===== src/rtl/io_responder.sv =====
// Memory-mapped I/O responder: sprite regs, frame counter, sticky status, 8-bit TX FIFO.
// Latency: reads are combinational from io_addr; writes land on the next rising clock edge.
// Backpressure: the TX FIFO holds bytes while tx_ready=0; a push into a full FIFO with no pop is dropped and sets OVERFLOW.
// Optional build macro IO_RESPONDER_TIMER_EN adds TIMER (0x6), TIMER_CMP (0x7) and STATUS bit8 TMATCH.
module io_responder #(
   parameter int WIDTH      = 16,
   parameter int FIFO_DEPTH = 4
) (
   input  logic             clock,
   input  logic             reset,
   input  logic [WIDTH-1:0] io_addr,
   output logic [WIDTH-1:0] io_rd_data,
   input  logic             io_write,
   input  logic [WIDTH-1:0] io_wr_data,
   input  logic             frame_tick,
   output logic [WIDTH-1:0] sprite_x,
   output logic [WIDTH-1:0] sprite_y,
   output logic             sprite_en,
   output logic [7:0]       tx_data,
   output logic             tx_valid,
   input  logic             tx_ready
);

   localparam int PW = $clog2(FIFO_DEPTH);
   localparam int CW = PW + 1;

   localparam logic [3:0] IDX_X      = 4'h0;
   localparam logic [3:0] IDX_Y      = 4'h1;
   localparam logic [3:0] IDX_CTRL   = 4'h2;
   localparam logic [3:0] IDX_FRAME  = 4'h3;
   localparam logic [3:0] IDX_STATUS = 4'h4;
   localparam logic [3:0] IDX_TX     = 4'h5;
`ifdef IO_RESPONDER_TIMER_EN
   localparam logic [3:0] IDX_TIMER  = 4'h6;
   localparam logic [3:0] IDX_TCMP   = 4'h7;
`endif

   logic [WIDTH-1:0] r_sprite_x;
   logic [WIDTH-1:0] r_sprite_y;
   logic             r_sprite_en;
   logic [WIDTH-1:0] r_frame_cnt;
   logic             r_vsync;
   logic             r_overflow;
   logic [7:0]       r_mem [FIFO_DEPTH];
   logic [PW-1:0]    r_rd_ptr;
   logic [PW-1:0]    r_wr_ptr;
   logic [CW-1:0]    r_count;

   logic             w_sel;
   logic [3:0]       w_idx;
   logic             w_wr;
   logic             w_wr_status;
   logic             w_wr_tx;
   logic             w_full;
   logic             w_empty;
   logic             w_pop;
   logic             w_push_ok;
   logic             w_ovf_evt;
   logic [WIDTH-1:0] w_status;

   // Middle address bits only create aliases; they carry no meaning here.
   logic             w_unused_addr;
   assign w_unused_addr = ^io_addr[WIDTH-3:4];

   assign w_sel       = (io_addr[WIDTH-1 -: 2] != 2'b00);
   assign w_idx       = io_addr[3:0];
   assign w_wr        = io_write && w_sel;
   assign w_wr_status = w_wr && (w_idx == IDX_STATUS);
   assign w_wr_tx     = w_wr && (w_idx == IDX_TX);

   assign w_full    = (r_count == CW'(FIFO_DEPTH));
   assign w_empty   = (r_count == '0);
   // A pop needs a valid head, so an empty FIFO never pops even with a same-cycle push.
   assign w_pop     = !w_empty && tx_ready;
   // Pushing into a full FIFO is fine when the head leaves in the same cycle.
   assign w_push_ok = w_wr_tx && (!w_full || w_pop);
   assign w_ovf_evt = w_wr_tx && w_full && !w_pop;

   assign sprite_x  = r_sprite_x;
   assign sprite_y  = r_sprite_y;
   assign sprite_en = r_sprite_en;
   assign tx_valid  = !w_empty;
   assign tx_data   = r_mem[r_rd_ptr];

`ifdef IO_RESPONDER_TIMER_EN
   logic [WIDTH-1:0] r_timer;
   logic [WIDTH-1:0] r_timer_cmp;
   logic             r_tmatch;
   logic [WIDTH-1:0] w_timer_nxt;
   logic [WIDTH-1:0] w_cmp_nxt;

   assign w_timer_nxt = (w_wr && (w_idx == IDX_TIMER)) ? io_wr_data : r_timer + WIDTH'(1);
   assign w_cmp_nxt   = (w_wr && (w_idx == IDX_TCMP))  ? io_wr_data : r_timer_cmp;

   // Free-running timer and compare register; TMATCH is judged on the values both registers take at this edge.
   always_ff @(posedge clock) begin
      if (reset) begin
         r_timer     <= '0;
         r_timer_cmp <= '0;
         r_tmatch    <= 1'b0;
      end else begin
         r_timer     <= w_timer_nxt;
         r_timer_cmp <= w_cmp_nxt;
         if (w_timer_nxt == w_cmp_nxt)
            r_tmatch <= 1'b1;
         else if (w_wr_status && io_wr_data[8])
            r_tmatch <= 1'b0;
      end
   end
`endif

   // Assemble the STATUS word from flags and FIFO occupancy.
   always_comb begin
      w_status      = '0;
      w_status[0]   = r_vsync;
      w_status[1]   = w_full;
      w_status[2]   = w_empty;
      w_status[3]   = r_overflow;
      w_status[7:4] = 4'(r_count);
`ifdef IO_RESPONDER_TIMER_EN
      w_status[8]   = r_tmatch;
`endif
   end

   // Zero-latency read mux; unselected or unmapped addresses read 0.
   always_comb begin
      io_rd_data = '0;
      if (w_sel) begin
         case (w_idx)
            IDX_X:      io_rd_data = r_sprite_x;
            IDX_Y:      io_rd_data = r_sprite_y;
            IDX_CTRL:   io_rd_data = {{(WIDTH-1){1'b0}}, r_sprite_en};
            IDX_FRAME:  io_rd_data = r_frame_cnt;
            IDX_STATUS: io_rd_data = w_status;
`ifdef IO_RESPONDER_TIMER_EN
            IDX_TIMER:  io_rd_data = r_timer;
            IDX_TCMP:   io_rd_data = r_timer_cmp;
`endif
            default:    io_rd_data = '0;
         endcase
      end
   end

   // Sprite position and control registers.
   always_ff @(posedge clock) begin
      if (reset) begin
         r_sprite_x  <= '0;
         r_sprite_y  <= '0;
         r_sprite_en <= 1'b0;
      end else if (w_wr) begin
         if (w_idx == IDX_X)    r_sprite_x  <= io_wr_data;
         if (w_idx == IDX_Y)    r_sprite_y  <= io_wr_data;
         if (w_idx == IDX_CTRL) r_sprite_en <= io_wr_data[0];
      end
   end

   // Frame counter; a write clears it and beats a coincident tick.
   always_ff @(posedge clock) begin
      if (reset)
         r_frame_cnt <= '0;
      else if (w_wr && (w_idx == IDX_FRAME))
         r_frame_cnt <= '0;
      else if (frame_tick)
         r_frame_cnt <= r_frame_cnt + WIDTH'(1);
   end

   // Sticky VSYNC and OVERFLOW flags; write-1-to-clear, a same-cycle set wins.
   always_ff @(posedge clock) begin
      if (reset) begin
         r_vsync    <= 1'b0;
         r_overflow <= 1'b0;
      end else begin
         if (frame_tick)
            r_vsync <= 1'b1;
         else if (w_wr_status && io_wr_data[0])
            r_vsync <= 1'b0;
         if (w_ovf_evt)
            r_overflow <= 1'b1;
         else if (w_wr_status && io_wr_data[3])
            r_overflow <= 1'b0;
      end
   end

   // Circular TX buffer; reset discards contents and zeroes storage so tx_data reads 0.
   always_ff @(posedge clock) begin
      if (reset) begin
         r_rd_ptr <= '0;
         r_wr_ptr <= '0;
         r_count  <= '0;
         for (int i = 0; i < FIFO_DEPTH; i++)
            r_mem[i] <= 8'h00;
      end else begin
         if (w_push_ok) begin
            r_mem[r_wr_ptr] <= io_wr_data[7:0];
            r_wr_ptr        <= r_wr_ptr + PW'(1);
         end
         if (w_pop)
            r_rd_ptr <= r_rd_ptr + PW'(1);
         case ({w_push_ok, w_pop})
            2'b10:   r_count <= r_count + CW'(1);
            2'b01:   r_count <= r_count - CW'(1);
            default: r_count <= r_count;
         endcase
      end
   end

endmodule


===== config.mk =====
export PLATFORM = sky130hd
export DESIGN_NAME = io_responder
export DESIGN_NICKNAME = d
export VERILOG_FILES = /design/src/rtl/io_responder.sv
export SDC_FILE = /design/constraint.sdc
export NUM_CORES = 1
export LEC_CHECK = 0
export BUFFER_PORTS_ARGS = -buffer_cell sky130_fd_sc_hd__buf_4
export CAP_MARGIN = 20
export CORE_ASPECT_RATIO = 0.6
export CORE_MARGIN = 2
export CORE_UTILIZATION = 54
export CTS_BUF_LIST = sky130_fd_sc_hd__clkbuf_16
export DETAILED_ROUTE_END_ITERATION = 8
export GPL_ROUTABILITY_DRIVEN = 0
export HOLD_SLACK_MARGIN = 0.05
export PLACE_DENSITY = 0.89
export SYNTH_ARGS = -nofsm -noshare
export SYNTH_HDL_FRONTEND = slang
export SYNTH_SLANG_ARGS = --single-unit

===== constraint.sdc =====
create_clock -name clock -period 3 [get_ports clock]
set_clock_uncertainty 0.1 [all_clocks]
set_input_delay 0 -clock clock [delete_from_list [all_inputs] [get_ports clock]]
set_output_delay 0 -clock clock [all_outputs]
set_load 0.03 [all_outputs]

# Word level (Yosys, flattened, before mapping)
# Memories as Yosys holds them, arrays and structs flattened. A register that Yosys moved wholly into a read port is not among the register bits.
# Cells that the tools add are included.
# classes
n_addsub	5
mul	0
div_mod_pow	0
order_cmp	0
n_eq_ne	8
n_shift	0
mux	17
bitwise	0
n_reduce_logical	25
# ops
cell	count
16-bit case mux with 5 select lines	1
16-bit by 1-bit adder with 16-bit output (second input constant)	1
16-bit 2-to-1 mux	1
1-bit logical AND	10
1-bit 2-to-1 mux	10
4-bit by 2-bit == test with 1-bit output (second input constant)	2
4-bit by 3-bit == test with 1-bit output (second input constant)	2
8-bit 2-to-1 mux	1
2-bit nonzero test	4
8-bit OR reduction	1
2-bit 2-to-1 mux	3
3-bit case mux with 2 select lines	1
2-bit AND reduction	3
2-bit by 1-bit adder with 2-bit output (second input constant)	2
4-bit by 1-bit == test with 1-bit output (second input constant)	1
4-bit logical NOT	1
3-bit by 1-bit adder with 3-bit output (second input constant)	1
3-bit == test (second input constant)	1
1-bit logical NOT	3
3-bit logical NOT	1
3-bit by 1-bit subtractor with 3-bit output (second input constant)	1
2-bit by 1-bit == test with 1-bit output (second input constant)	1
2-bit == test (second input constant)	1
2-bit OR reduction	1
1-bit logical OR	1
# word_totals
regBits	58
latchBits	0
ram_bits	32
mem_bits_ro	0
out_inout_bits	58
wordCells	65
mem_count	1
# mem_list
name	depth	width	read_ports	rd_clocked_by_memory_dff	wr	line_no	source
r_mem	4	8	1	1	4	44	logic [7:0] r_mem [FIFO_DEPTH];

# Longest topological paths before layout
# Gate-level depths: netlist of run 1.
# logic_depth
ltp_word	10
mapped_depth	9

# Least setup slack after synthesis of run 1
# OpenSTA, ideal clock, no wires.
# synth_timing
kind	reg-to-reg
from	register r_count[0]
to	register r_count[2]
setup_time_ns	0.070
arrival_ns	2.196
required_time_ns	2.830
slack_ns	0.634
stages_incl_launch_ff	9
path_buffers	0
period_less_slack_ns	2.366
cell_sequence	dfxtp_1 or4b_4 nand3_1 ha_1 inv_1 fa_1 xor2_1 or3_1 a21oi_1
# synth_between
elab_chain_cells	7
elab_cells_between_ends	13
classes_between	add/sub (2); eq/ne (3); mux (1); reduce/logical (7)
# synth_lines
item	line_no	source
start, declared	47	logic [CW-1:0] r_count;
start signal, assigned	200	2'b10: r_count <= r_count + CW'(1);
start signal, assigned	201	2'b01: r_count <= r_count - CW'(1);
start signal, assigned	202	default: r_count <= r_count;
3-bit logical NOT	72	assign w_empty = (r_count == '0);
1-bit logical NOT	74	assign w_pop = !w_empty && tx_ready;
1-bit logical AND	74	
1-bit logical OR	76	assign w_push_ok = w_wr_tx && (!w_full || w_pop);
1-bit logical AND	76	
2-bit by 1-bit == test with 1-bit output / 2-bit == test (equally long branches)	199	case ({w_push_ok, w_pop})
3-bit case mux with 2 select lines / 2-bit nonzero test (equally long branches)	n/a	
# Several ways; a longest one is shown, not always the timed one.
# A chain may end at the register's enable or synchronous reset.

# Final worst setup path of run 1
# Same ends and word-level chain as after synthesis.

==> impl_metrics.env, run 1 <==
export IMPL_preCtsSetupSlack_ps=469
export IMPL_clk_insertion_delay_late_ps=340
export IMPL_fillCellCount=505
export IMPL_p_leak_nw=2.06
export IMPL_swShare_pct=21.5
export IMPL_grt_pass1_vias=3669
export IMPL_gr_total_overflow=0
export IMPL_timing_reg2reg_worst_path_depth=8
export IMPL_n_antenna_cell=0
export IMPL_reg2reg_from="r_count[0]"
export IMPL_cpMaxStageDelayCell="or4b_4"
export IMPL_grt_pass1_wl_um=18400
export IMPL_initial_core_util_pct=57.0
export IMPL_routed_wirelength_um=11700
export IMPL_synth_cell_types=53
export IMPL_status="complete, no violations"
export IMPL_layout_nets=567
export IMPL_syn_area_mm2=0.00422
export IMPL_timing_critical_path_max_delay_family="simple AND/OR/NAND/NOR gates"
export IMPL_drt_pass1_iterations=5
export IMPL_critPathKind="reg -> reg"
export IMPL_viasPerCell=5.89
export IMPL_areaGrowthSynthToFinish_pct=30.0
export IMPL_startpoint_of_the_tightest_hold_check_path="io_addr[3]"
export IMPL_maximum_resistive_drop_on_vdd_uv=320
export IMPL_hold_viol_final=0
export IMPL_yosys_warnings=0
export IMPL_switching_power_summed_over_all_nets_w=0.000605
export IMPL_internal_power_w=0.00221
export IMPL_io_pin_count=95
export IMPL_timing_hold_worst_path_depth=5
export IMPL_cp_data_required_time_ps=3170
export IMPL_final_min_clock_period_ps=2610
export IMPL_worst_path_buf_inv=1
export IMPL_placement_io_buffers=84
export IMPL_track_usage_pct=28.0
export IMPL_totalNegativeSetupSlack_ps=0
export IMPL_cts_sinks=92
export IMPL_mostFrequentLayoutCell="buf_4"
export IMPL_reg2reg_to="r_count[2]"
export IMPL_die_w_um=118
export IMPL_die_area_mm2=0.00857
export IMPL_cts_buffers=9
export IMPL_worst_hold_path_endpoint="r_overflow"
export IMPL_post_route_worst_setup_slack_ps=390
export IMPL_chipHeight_um=72.5
export IMPL_tritoncts_clock_tree="done"
export IMPL_synth_async_sr_flop_share_pct=0
export IMPL_drt_antenna_violating_nets=0
export IMPL_core_area_mm2=0.00742
export IMPL_crit_path_cell_trace="or4b_4, nand3_1, ha_1, inv_1, fa_1, xor2_1, or3_1, a21oi_1"
export IMPL_cts_buffer_depth=2
export IMPL_critPathCaptureType="flip-flop"
export IMPL_pin_count_of_the_biggest_net_entering_global_routing=54
export IMPL_ys_flop_type="dfxtp_1"
export IMPL_post_synth_inst_count=427
export IMPL_critPathMaxFanout=7
export IMPL_placement_rows=24
export IMPL_clkSlewWorstSetupHoldPaths_ps=60
export IMPL_synth_enable_flop_cells=32
export IMPL_power_density_mw_per_mm2=513
export IMPL_period_share_pct=87.0
export IMPL_seq_pwr_share_pct=47.5
export IMPL_share_comb_of_total_power_pct=7.6
export IMPL_cpPeakStageDelay_ps=590
export IMPL_htreeDepth=3
export IMPL_antenna_violations_before_repair=0
export IMPL_clock_group_share_of_total_power_pct=44.9
export IMPL_worst_pin_slew_ps=966
export IMPL_hold_path_class="in -> reg"
export IMPL_final_layout_size_suffix_gt1_share_pct=26.7
export IMPL_syn_avg_cell_area_um2=9.89
export IMPL_regToRegSetupSlack_ps=390
export IMPL_mostFrequentLayoutCells="buf_4, nand2_1, dfxtp_1"
export IMPL_cts_root_buffer_cell="clkbuf_16"
export IMPL_drv_max_cap_violation_count=0
export IMPL_dr_first_iter_drc_count=600
export IMPL_post_cts_hold_buffer_count=26
export IMPL_rsz_0062_raised_after_global_routing="false"
export IMPL_yosys_register_bits=92
export IMPL_final_setup_viol_count=0
export IMPL_detailedPlacementHpwl_um=7620
export IMPL_cts_post_setup_buffers_inserted=0
export IMPL_max_slew_margin_rel_pct=35.4
export IMPL_timing_critical_path_from_type="flip-flop"
export IMPL_worst_ep_arrival_time_ps=2780
export IMPL_synth_fp_nets=467
export IMPL_drt_wirelength_per_cell_um=18.4
export IMPL_vias=3742
export IMPL_cts_repair_resize_count=0
export IMPL_post_route_drc_count=0
export IMPL_maxClockFrequency_ghz=0.383
export IMPL_finalMaxSlewViolations=0
export IMPL_sequential_area_share_after_synthesis_pct=51.2
## area by class of cell
cell class              count  area [µm²]  area share, %
clock buffers               9         225           4.10
inverters                  10        37.5          0.683
multi-input cells         298        1900           34.5
flip-flops and latches     92        2160           39.4
well taps                 104         130           2.37
repair buffers            116         936           17.0
clock inverters             6         105           1.91
## flip-flops by register name, summed over array words and instances, names as in the netlist, named ones only
| name | flops |
|---|---|
| r_frame_cnt | 16 |
| r_rd_ptr | 2 |
| r_vsync | 1 |
| r_count | 3 |
| sprite_en | 1 |
| r_mem | 32 |
| r_overflow | 1 |
| sprite_x | 16 |
| sprite_y | 16 |
| r_wr_ptr | 2 |
## worst reg2reg max path, delay by kind of cell, from the launching register on
kind	cells	cell delay, ps
XOR/XNOR	1	160
AO/OA/AOI/OAI	1	140
AND/OR/NAND/NOR	3	1080
adder cells (fa/ha/maj)	2	600
buffers and inverters	1	70
flip-flops	1	390
## kinds of logic (layout without fill, tap and decap cells)
group	after synthesis	count (layout)	synth area share (%)
and+or+nand+nor	189	189	23.3
DFF	92	92	51.2
AOI/OAI and AO/OA	76	76	11.6
buffers and inverters	37	141	3.91
xor gates and xnor gates	18	18	3.73
muxes	12	12	5.27
adders and majority gates	3	3	1.07
## worst max-delay path by stage
stage	endpoint	cells past startpoint	from
2_1_floorplan	r_count[2]	8	r_count[0]
3_3_place_gp	r_count[2]	8	r_count[0]
3_5_place_dp	r_count[2]	8	r_count[0]
4_1_cts	r_count[2]	8	r_count[0]
5_1_grt	r_count[2]	8	r_count[2]
6_report	r_count[2]	8	r_count[0]
## power groups by stage
stage               clock network (W)  registers [W]  logic (W)
floorplan                           0        0.00136   0.000105
global placement                    0        0.00136   0.000181
detailed placement                  0        0.00136   0.000186
CTS                           0.00126        0.00134   0.000211
global route                  0.00131        0.00134   0.000229
finish                        0.00126        0.00134   0.000214
## through the flow
stage / power, W / instances / hold slack (ps) / utilization (%) / area (µm²)
2_1_floorplan: 0.00147 / 427 / 36.0 / - / 4220
3_3_place_gp: 0.00154 / 594 / 158 / 66.1 / 4900
3_5_place_dp: 0.00155 / 594 / 167 / 66.1 / 4900
4_1_cts: 0.00281 / 635 / 85.0 / 74.1 / 5490
5_1_grt: 0.00288 / 635 / 127 / 74.1 / 5490
6_report: 0.00282 / 635 / 103 / 74.1 / 5490
## per-layer routing
| layer | GRT usage (%) | up-vias | part of all wire, % |
|---|---|---|---|
| met5 | 0 | - | 0 |
| met4 | 8.17 | 0 | 1.2 |
| met3 | 8.41 | 17 | 12 |
| met2 | 44.7 | 263 | 46 |
| met1 | 37.4 | 1765 | 40 |
| li1 | - | 1697 | - |
## cell usage after synthesis, types with 5 or more instances
| cell type | number | area [µm²] |
|---|---|---|
| edfxtp_1 | 32 | 961 |
| and2_2 | 16 | 120 |
| inv_1 | 10 | 37.5 |
| xnor2_1 | 11 | 96.3 |
| dfxtp_1 | 60 | 1200 |
| nand3_1 | 5 | 25.0 |
| buf_2 | 8 | 40.0 |
| nor2_1 | 37 | 139 |
| a222oi_1 | 13 | 130 |
| clkbuf_1 | 12 | 45.0 |
| and2_1 | 16 | 100 |
| nand2_1 | 79 | 297 |
| nor3_1 | 7 | 35.0 |
| xor2_1 | 7 | 61.3 |
| a21oi_1 | 45 | 225 |
| or3_1 | 5 | 31.3 |
| mux4_2 | 8 | 180 |
(Power assumes the default switching activity.)
==> run 2: changes to the inputs <==
--- a/config.mk
+++ b/config.mk
@@ -14,7 +14,7 @@
 export DETAILED_ROUTE_END_ITERATION = 8
 export GPL_ROUTABILITY_DRIVEN = 0
 export HOLD_SLACK_MARGIN = 0.05
-export PLACE_DENSITY = 0.89
+export PLACE_DENSITY_LB_ADDON = 0.15
 export SYNTH_ARGS = -nofsm -noshare
 export SYNTH_HDL_FRONTEND = slang
 export SYNTH_SLANG_ARGS = --single-unit
==> run 2 against run 1 <==
  * Sequential share of layout area is 0.51 points higher
  * Fmax is 3.7% lower
  * Clock power is 22% lower
  * First-iteration DRC count is 38% lower
  * Register-to-register slack better by 20 ps
  * Utilization is 0.94 points lower
  * Via count is 2.6% lower
  * Critical path depth is 1 higher
  * Critical path type is now in -> reg
  * Largest cell class unchanged
==> impl_metrics.env, run 2 (same netlist as run 1, synthesis figures left out) <==
export IMPL_htreeDepth=3
export IMPL_hold_path_class="in -> reg"
export IMPL_largest_reg_flops=32
export IMPL_areaGrowthSynthToFinish_pct=28.4
export IMPL_gr_total_overflow=0
export IMPL_drt_wirelength_per_cell_um=17.7
export IMPL_timing_critical_path_from_type="primary input"
export IMPL_worst_ep_arrival_time_ps=2900
export IMPL_layout_nets=568
export IMPL_cp_data_required_time_ps=3190
export IMPL_core_area_mm2=0.00742
export IMPL_fillCellCount=530
export IMPL_totalNegativeSetupSlack_ps=0
export IMPL_worst_hold_path_endpoint="r_overflow"
export IMPL_startpoint_of_the_tightest_hold_check_path="io_addr[0]"
export IMPL_max_slew_margin_rel_pct=33.6
export IMPL_track_usage_pct=27.6
export IMPL_post_route_drc_count=0
export IMPL_chipHeight_um=72.5
export IMPL_mostFrequentLayoutCell="buf_4"
export IMPL_critPathMaxFanout=18
export IMPL_regToRegSetupSlack_ps=410
export IMPL_placement_io_buffers=84
export IMPL_final_design_area_no_fill_mm2=0.00542
export IMPL_period_share_pct=90.4
export IMPL_power_density_mw_per_mm2=468
export IMPL_final_min_clock_period_ps=2710
export IMPL_post_route_worst_setup_slack_ps=288
export IMPL_rsz_0062_raised_after_global_routing="false"
export IMPL_status="complete, no violations"
export IMPL_placement_cell_area_mm2=0.00492
export IMPL_antenna_violations_before_repair=0
export IMPL_cts_root_buffer_cell="clkbuf_16"
export IMPL_initial_core_util_pct=57.0
export IMPL_critPathCaptureType="flip-flop"
export IMPL_tritoncts_clock_tree="done"
export IMPL_mostFrequentLayoutCells="buf_4, nand2_1, dfxtp_1"
export IMPL_clk_insertion_delay_late_ps=340
export IMPL_dr_first_iter_drc_count=375
export IMPL_critPathKind="in -> reg"
export IMPL_cts_sinks=92
export IMPL_routed_wirelength_um=11300
export IMPL_finalHoldWorstSlack_ps=107
export IMPL_cts_buffers=9
export IMPL_finalMaxSlewViolations=0
export IMPL_pin_count_of_the_biggest_net_entering_global_routing=54
export IMPL_layout_core_utilization_pct=73.1
export IMPL_io_pin_count=95
export IMPL_final_layout_size_suffix_gt1_share_pct=26.8
export IMPL_placement_rows=24
export IMPL_drt_pass1_iterations=5
export IMPL_p_leak_nw=2.05
export IMPL_n_antenna_cell=0
export IMPL_detailedPlacementHpwl_um=7660
export IMPL_final_setup_viol_count=0
export IMPL_die_w_um=118
export IMPL_cts_repair_resize_count=0
export IMPL_maxClockFrequency_ghz=0.369
export IMPL_viasPerCell=5.72
export IMPL_vias=3643
export IMPL_drv_max_cap_violation_count=0
export IMPL_grt_pass1_wl_um=18100
export IMPL_maximum_resistive_drop_on_vdd_uv=336
export IMPL_clkSlewWorstSetupHoldPaths_ps=60
export IMPL_timing_hold_worst_path_depth=5
export IMPL_timing_reg2reg_worst_path_depth=8
export IMPL_grt_pass1_vias=3434
export IMPL_reg2reg_from="r_count[2]"
export IMPL_hold_viol_final=0
export IMPL_cts_buffer_depth=2
export IMPL_die_area_mm2=0.00857
export IMPL_registers_top_by_ff_count="r_mem"
export IMPL_reg2reg_to="r_count[2]"
export IMPL_drt_antenna_violating_nets=0
export IMPL_preCtsSetupSlack_ps=504
export IMPL_worst_pin_slew_ps=994
[run 2: area by class of cell]
class	instances	area, µm²	share of cell area, %
clock buffers	9	225	4.15
clock inverters	7	30.0	0.554
inverters	10	37.5	0.692
multi-input cells	298	1900	35.0
flip-flops and latches	92	2160	39.9
well taps	104	130	2.40
repair buffers	117	941	17.4
[run 2: worst max-delay path, cell delays in order]
cell and delay (ps):
dlygate4sd3_1 540, buf_4 180, nor4_4 280, buf_4 290, and2_0 570, buf_4 290, nand2_1 70, a21oi_1 110
dlygate4sd3_1 560
[run 2: power by group]
group          leakage (nW)  switching (W)  internal (W)
combinational          1.10       0.000123     0.0000927
sequential            0.808      0.0000206       0.00132
clock                 0.141       0.000442      0.000544
total                  2.05       0.000586       0.00195
[run 2: layer usage]
layer | part of all wire [%] | vias to the layer above | global-route usage [%]
met2 | 42 | 186 | 39.0
met5 | 0 | - | 0
li1 | - | 1709 | -
met4 | 0.78 | 0 | 7.90
met1 | 47 | 1737 | 41.3
met3 | 10 | 11 | 8.02
[run 2: what timing repair did]
| item | 4_1_cts | 5_1_grt |
|---|---|---|
| hold endpoints to repair | 79 | 0 |
| setup buffers | 0 | 0 |
| hold buffers | 25 | 0 |
[run 2: through the flow]
step | cells | total power, W
floorplan | 427 | 0.00147
global placement | 596 | 0.00155
detailed placement | 596 | 0.00155
CTS | 637 | 0.00255
global route | 637 | 0.00262
finish | 637 | 0.00254
[run 2: how the worst max path moves through the flow]
stage | startpoint | to | slack (ps) | depth (start not counted)
4_1_cts | io_addr[1] | sprite_x[12] | 380 | 9
6_report | io_addr[1] | sprite_x[12] | 290 | 9
2_1_floorplan | r_count[0] | r_count[2] | 630 | 8
3_3_place_gp | r_count[0] | r_count[2] | 530 | 8
3_5_place_dp | r_count[0] | r_count[2] | 500 | 8
5_1_grt | io_addr[1] | sprite_x[12] | 230 | 9
